File: config.mk
export PLATFORM = sky130hd
export DESIGN_NAME = alu_seq_shifter_rv32i
export DESIGN_NICKNAME = d
export VERILOG_FILES = /design/src/rtl/alu_seq_shifter_rv32i.sv
export SDC_FILE = /design/constraint.sdc
export NUM_CORES = 1
export LEC_CHECK = 0
export ABC_AREA = 1
export CAP_MARGIN = 20
export CELL_PAD_IN_SITES_DETAIL_PLACEMENT = 1
export CELL_PAD_IN_SITES_GLOBAL_PLACEMENT = 1
export CORE_UTILIZATION = 30
export DETAILED_ROUTE_END_ITERATION = 6
export GPL_ROUTABILITY_DRIVEN = 0
export PLACE_DENSITY = 0.74
export REMOVE_ABC_BUFFERS = 1
export SKIP_CTS_REPAIR_TIMING = 1
export SLEW_MARGIN = 5
export SYNTH_ARGS = -nofsm -noshare
export SYNTH_HDL_FRONTEND = slang
export SYNTH_SLANG_ARGS = --single-unit
File: constraint.sdc
create_clock -name clk -period 1.68 [get_ports clk]
set_input_delay 0.336 -clock clk [delete_from_list [all_inputs] [get_ports clk]]
set_output_delay 0.336 -clock clk [all_outputs]
set_load 0.02 [all_outputs]
File: src/rtl/alu_seq_shifter_rv32i.sv
// alu_seq_shifter_rv32i: multi-cycle RV32I shifter (SLL/SRL/SRA) with a
// start/done handshake. Each SHIFT cycle moves the operand one position.
// Optional macro ALU_SEQ_SHIFT_STEP4_EN: a SHIFT cycle moves four positions
// while at least four remain, which shortens long shifts. Results are the same
// in both builds.
// The operation-select port is named shift_type because `type` is a reserved
// word in SystemVerilog.
module alu_seq_shifter_rv32i (
  input  logic        clk,
  input  logic        rst_n,
  input  logic        start,
  input  logic [31:0] in,
  input  logic [31:0] shamt,
  input  logic [1:0]  shift_type,
  output logic        busy,
  output logic        done,
  output logic [31:0] out
);

  typedef enum logic [1:0] {
    IDLE  = 2'd0,
    SHIFT = 2'd1,
    DONE  = 2'd2
  } state_t;

  state_t      state;
  logic [31:0] data;
  logic [4:0]  cnt;
  logic [1:0]  op;

  logic        big_step;
  logic [31:0] step_data;
  logic [4:0]  step_cnt;

  // Only shamt[4:0] selects the shift amount; the upper bits are ignored.
  logic        shamt_unused;
  assign shamt_unused = ^shamt[31:5];

  // Choose the step size and compute the operand and count after one step.
  always_comb begin
`ifdef ALU_SEQ_SHIFT_STEP4_EN
    big_step = (cnt >= 5'd4);
`else
    big_step = 1'b0;
`endif
    step_data = '0;
    case (op)
      2'b00:   step_data = big_step ? (data << 4) : (data << 1);
      2'b01:   step_data = big_step ? (data >> 4) : (data >> 1);
      2'b10:   step_data = big_step ? 32'($signed(data) >>> 4)
                                    : 32'($signed(data) >>> 1);
      default: step_data = '0;
    endcase
    step_cnt = cnt - (big_step ? 5'd4 : 5'd1);
  end

  // Control FSM, shift datapath and registered handshake outputs.
  always_ff @(posedge clk or negedge rst_n) begin
    if (!rst_n) begin
      state <= IDLE;
      data  <= '0;
      cnt   <= '0;
      op    <= '0;
      out   <= '0;
      busy  <= 1'b0;
      done  <= 1'b0;
    end else begin
      case (state)
        IDLE: begin
          if (start) begin
            op    <= shift_type;
            // Type 11 returns zero, so it is loaded as a zero-length shift of zero.
            data  <= (shift_type == 2'b11) ? '0 : in;
            cnt   <= (shift_type == 2'b11) ? '0 : shamt[4:0];
            state <= SHIFT;
            busy  <= 1'b1;
          end
        end
        SHIFT: begin
          if (cnt != 5'd0) begin
            data <= step_data;
            cnt  <= step_cnt;
          end else begin
            out   <= data;
            state <= DONE;
            done  <= 1'b1;
          end
        end
        DONE: begin
          state <= IDLE;
          busy  <= 1'b0;
          done  <= 1'b0;
        end
        default: begin
          state <= IDLE;
          busy  <= 1'b0;
          done  <= 1'b0;
        end
      endcase
    end
  end

endmodule

== Yosys cells after proc, flatten, opt, wreduce, memory -nomap -nowiden ==
Index checks and enable logic that the tools add are counted.

* Shift operators: 0
* Order comparisons: 0
* Eq/ne operators: 8
* Reduce and logical (&&, ||, !) cells: 11
* Multipliers: 0
* Add/subtract/negate cells: 1
* Muxes and demuxes: 16
* Bitwise gates (word level): 3
* Div/mod/pow operators: 0

{| class="wikitable"
|+ Operators by type and width
! kind !! number
|-
| 2-to-1 mux 32 bit || 3
|-
| case mux 32 bit (3 select lines) || 1
|-
| case mux 32 bit (2 select lines) || 1
|-
| 2-to-1 mux 5 bit || 3
|-
| case mux 5 bit (2 select lines) || 1
|-
| AND reduction 2 bit || 5
|-
| inequality test 2 bit, second input constant || 4
|-
| nonzero test 5 bit || 1
|-
| subtractor 5 x 1 -> 5 bit, second input constant || 1
|-
| == test 2 x 1 -> 1 bit, second input constant || 2
|-
| == test 2 bit, second input constant || 2
|-
| zero test 2 bit || 2
|-
| 2-to-1 mux 2 bit || 2
|-
| case mux 1 bit (2 select lines) || 2
|-
| case mux 2 bit (2 select lines) || 1
|-
| AND reduction 4 bit || 1
|-
| NOT 1 bit || 3
|-
| AND reduction 3 bit || 1
|-
| 2-to-1 mux 1 bit || 2
|-
| nonzero test 2 bit || 1
|}

* ROM bits: 0
* Word-level logic and storage cells: 47
* Latch bits: 0
* Memories: 0
* Bits in registers: 75
* Bits in writable memories: 0

== Longest topological paths before layout ==
* Word-level depth: 4
* Mapped depth: 9

== Worst setup path after synthesis ==
OpenSTA, ideal clock, no wires.

* Path type: register to register
* Start: register cnt[0]
* End: register out[10]
* Data arrival time: 1,253 ps
* Path slack: 311 ps
* Clock period less this slack: 1,369 ps
* Setup time: 117 ps
* Cell stages (with the launch flop): 9
* Required time: 1,563 ps
* Buffers on the path: 1
* Cell sequence: dfrtp_1 > inv_1 > ha_1 > nand2_1 > nor2_2 > nand3_2 > buf_2 > nand2_1 > nand2_1

* Word-level cells in the longest chain between the ends: 3

{| class="wikitable"
|+ RTL lines
! element !! line !! RTL
|-
| from (decl) || 28 || <nowiki>logic [4:0] cnt;</nowiki>
|-
| from (signal assigned) || 74 || <nowiki>cnt <= (shift_type == 2'b11) ? '0 : shamt[4:0];</nowiki>
|-
| from (signal assigned) || 82 || <nowiki>cnt <= step_cnt;</nowiki>
|-
| nonzero test 5 bit || 80 || <nowiki>if (cnt != 5'd0) begin</nowiki>
|-
| NOT 1 bit (no source line) || -- ||
|-
| AND reduction 2 bit (no source line) || -- ||
|-
| to (signal assigned) || 84 || <nowiki>out <= data;</nowiki>
|-
| to (decl) || 17 || <nowiki>output logic [31:0] out</nowiki>
|}

Every way passes these cells.
A chain may end at the register's enable or synchronous reset.

== Final worst setup path ==
* Start: register out[5]
* End: output out[5]

No word-level cell between the ends.

==> results.cfg <==
[run_status]
status = complete, but fails checks
violations = negative hold slack

[critical_path]
regToRegEndpoint = out[4]
cp_slowest_cell = clkdlybuf4s50_1
reg2reg_slack_ns = 0.12
end_kind = output pin
r2r.worst_path.cells = 9
setup.worst_path.start_class = flop
critical_path_buf_inv_count = 1
cp_max_fo = 2
path_class = flop to output pin
crit_family = buffers and inverters
worst_ep_required_time_ns = 1.34
reg2reg_from = cnt[0]
slowest_delay_ns = 0.61
cp.arrival_ns = 1.33
path_cells = clkdlybuf4s50_1

[job]
max-cap-violations = 0

[detailed_routing]
finalWirelength_mm = 11.5
drcViolationCount = 0
vias = 3583
drtIter0Drc = 144
first_pass_iters = 4
via_per_inst = 4.66
wl_per_cell_um = 15.0
final_antenna_net_count = 0

[global_routing]
grt_usage_pct = 19.2
antenna_found_initial = 0
grt_pass1_vias = 3943
grt_pass1_wl_mm = 19.6
overflow = 0
grt_start_max_net_pins = 44

[timing]
max_freq_mhz = 602
period_needed_ns = 1.66
max_slew_margin_pct = 66.3
final_hold_viol_count = 32
report.final.slew_viol_count = 0
finClkSkew_ns = 0.00627
setup_ws_ns = 0.0176
min_period_over_period_pct = 99.0
rsz0062_at_grt = no
worstMarginPinSlew_ns = 0.506
whs_ns = -0.0283
setup_violations = 0

[placed_design]
io_buffers = 75
dp_hpwl_mm = 7.57
pre_cts_ws_ns = -0.113

[synth]
netlist_area_um2 = 3800
async_flop_share_pct = 100
synth_common_cells = nand2_1, dfrtp_1, nand3_1, a21oi_1, buf_2
synth_area_per_cell_um2 = 7.27
ys_seq_area_share_pct = 49.4
syn-instance-count = 522
yosysMostFrequentCell = nand2_1
ys_ff_latch = 75
synth_top_area_cell = dfrtp_1
synthTopCellsByArea = dfrtp_1, nand2_1, nand3_1, a21oi_1, buf_4
synth-edff-count = 0
ys_types = 23
yosysWarnings = 0
synthFlopType = dfrtp_1
post-synth-top-area-fraction_pct = 49.4

[clock_tree]
cts-buffers-inserted = 9
tritoncts = built
clkLatencyLatePin_ns = 0.34
path_clk_slew_ns = 0.06
cts.sinks = 75
max-clock-path-buffers = 2
h-tree-depth = 3
cts_root_buffer = clkbuf_16

[power]
peakVddDrop_mv = 0.675
power_mw = 11.1
power_density_nw_per_um2 = 2170
p_leak_nw = 2.66

[die]
dieWidth_um = 114
start_util_pct = 31.2
rows = 40
die_area_um2 = 13100
die_h_um = 114
core_um2 = 12200
top_level_ports = 103

[cells_and_area]
area_growth_pct = 34.3
final_nets = 666
finalCoreUtilization_pct = 41.9
antennaDiodeCount = 0
drive_gt1_share_pct = 8.15

[worst_hold_path]
min_path_type = input pin to async pin
through the flow:
| step | TNS (ns) | cell area [um2] | hold slack [ns] | instances |
|---|---|---|---|---|
| floorplan | -16.73 | 3630 | 0.0404 | 494 |
| global placement | -0.166 | 4780 | 0.337 | 753 |
| detailed placement | -2.29 | 4780 | 0.345 | 753 |
| CTS | -3.50 | 5070 | -0.0197 | 769 |
| global route | 0 | 5100 | 0.00291 | 769 |
| finish | 0 | 5100 | -0.0283 | 769 |
flip-flops by register name, indices dropped and copies added (netlist names):
name / count
busy: 1
cnt: 5
data: 32
done: 1
op: 2
out: 32
state: 2
worst max path at each step:
stage                     startpoint      end  slack [ns]  cells after the start
final                         out[5]   out[5]        0.02                      1
after floorplan             state[1]  out[10]       -0.27                      7
after detailed placement      cnt[0]  data[3]       -0.11                      8
after CTS                     cnt[0]  data[3]       -0.15                      8
after global routing          out[5]   out[5]       0.003                      1
after global placement         start  data[8]       -0.02                      6
cell families (layout without fill, tap and decap cells):
| family | count (synthesis) | after routing | synth area share [%] |
|---|---|---|---|
| fa+ha+maj | 1 | 1 | 0.330 |
| compound gates | 40 | 40 | 5.27 |
| xor+xnor | 1 | 1 | 0.231 |
| buf+inv | 44 | 123 | 6.13 |
| simple gates | 361 | 361 | 38.6 |
| flops | 75 | 75 | 49.4 |
layer usage:
| metal | GRT usage [%] | routed length, um |
|---|---|---|
| met1 | 24.1 | 5330 |
| met4 | 7.19 | 211 |
| met2 | 33.6 | 5700 |
| met3 | 2.49 | 269 |
| met5 | 0 | 0 |
cells in the final DEF, fill, tap and decap left out, drive strengths merged, types with 2 or more instances in the layout:
cell | netlist | routed
dlymetal6s2s | 0 | 6
o21ai | 12 | 12
nand3 | 51 | 51
inv | 16 | 16
a21oi | 28 | 28
buf | 26 | 17
clkinvlp | 0 | 2
nand2 | 301 | 301
nor2 | 9 | 9
dfrtp | 75 | 75
clkinv | 0 | 4
clkbuf | 2 | 9
clkdlybuf4s50 | 0 | 68
cell type report:
type / count / area, um2
flip-flops and latches: 75 / 1880
fillers: 1494 / 7060
clock buffers: 9 / 225
repair buffers: 91 / 962
clock inverters: 7 / 68.8
well taps: 168 / 210
inverters: 16 / 67.6
multi-input cells: 403 / 1690
report_power, final:
group	total, mW	internal (mW)	switching, mW
sequential	3.38	2.67	0.713
clock	1.94	1.14	0.798
combinational	5.73	2.20	3.53
total	11.1	6.02	5.04
No activity file was read; power rests on OpenSTA's default activity.
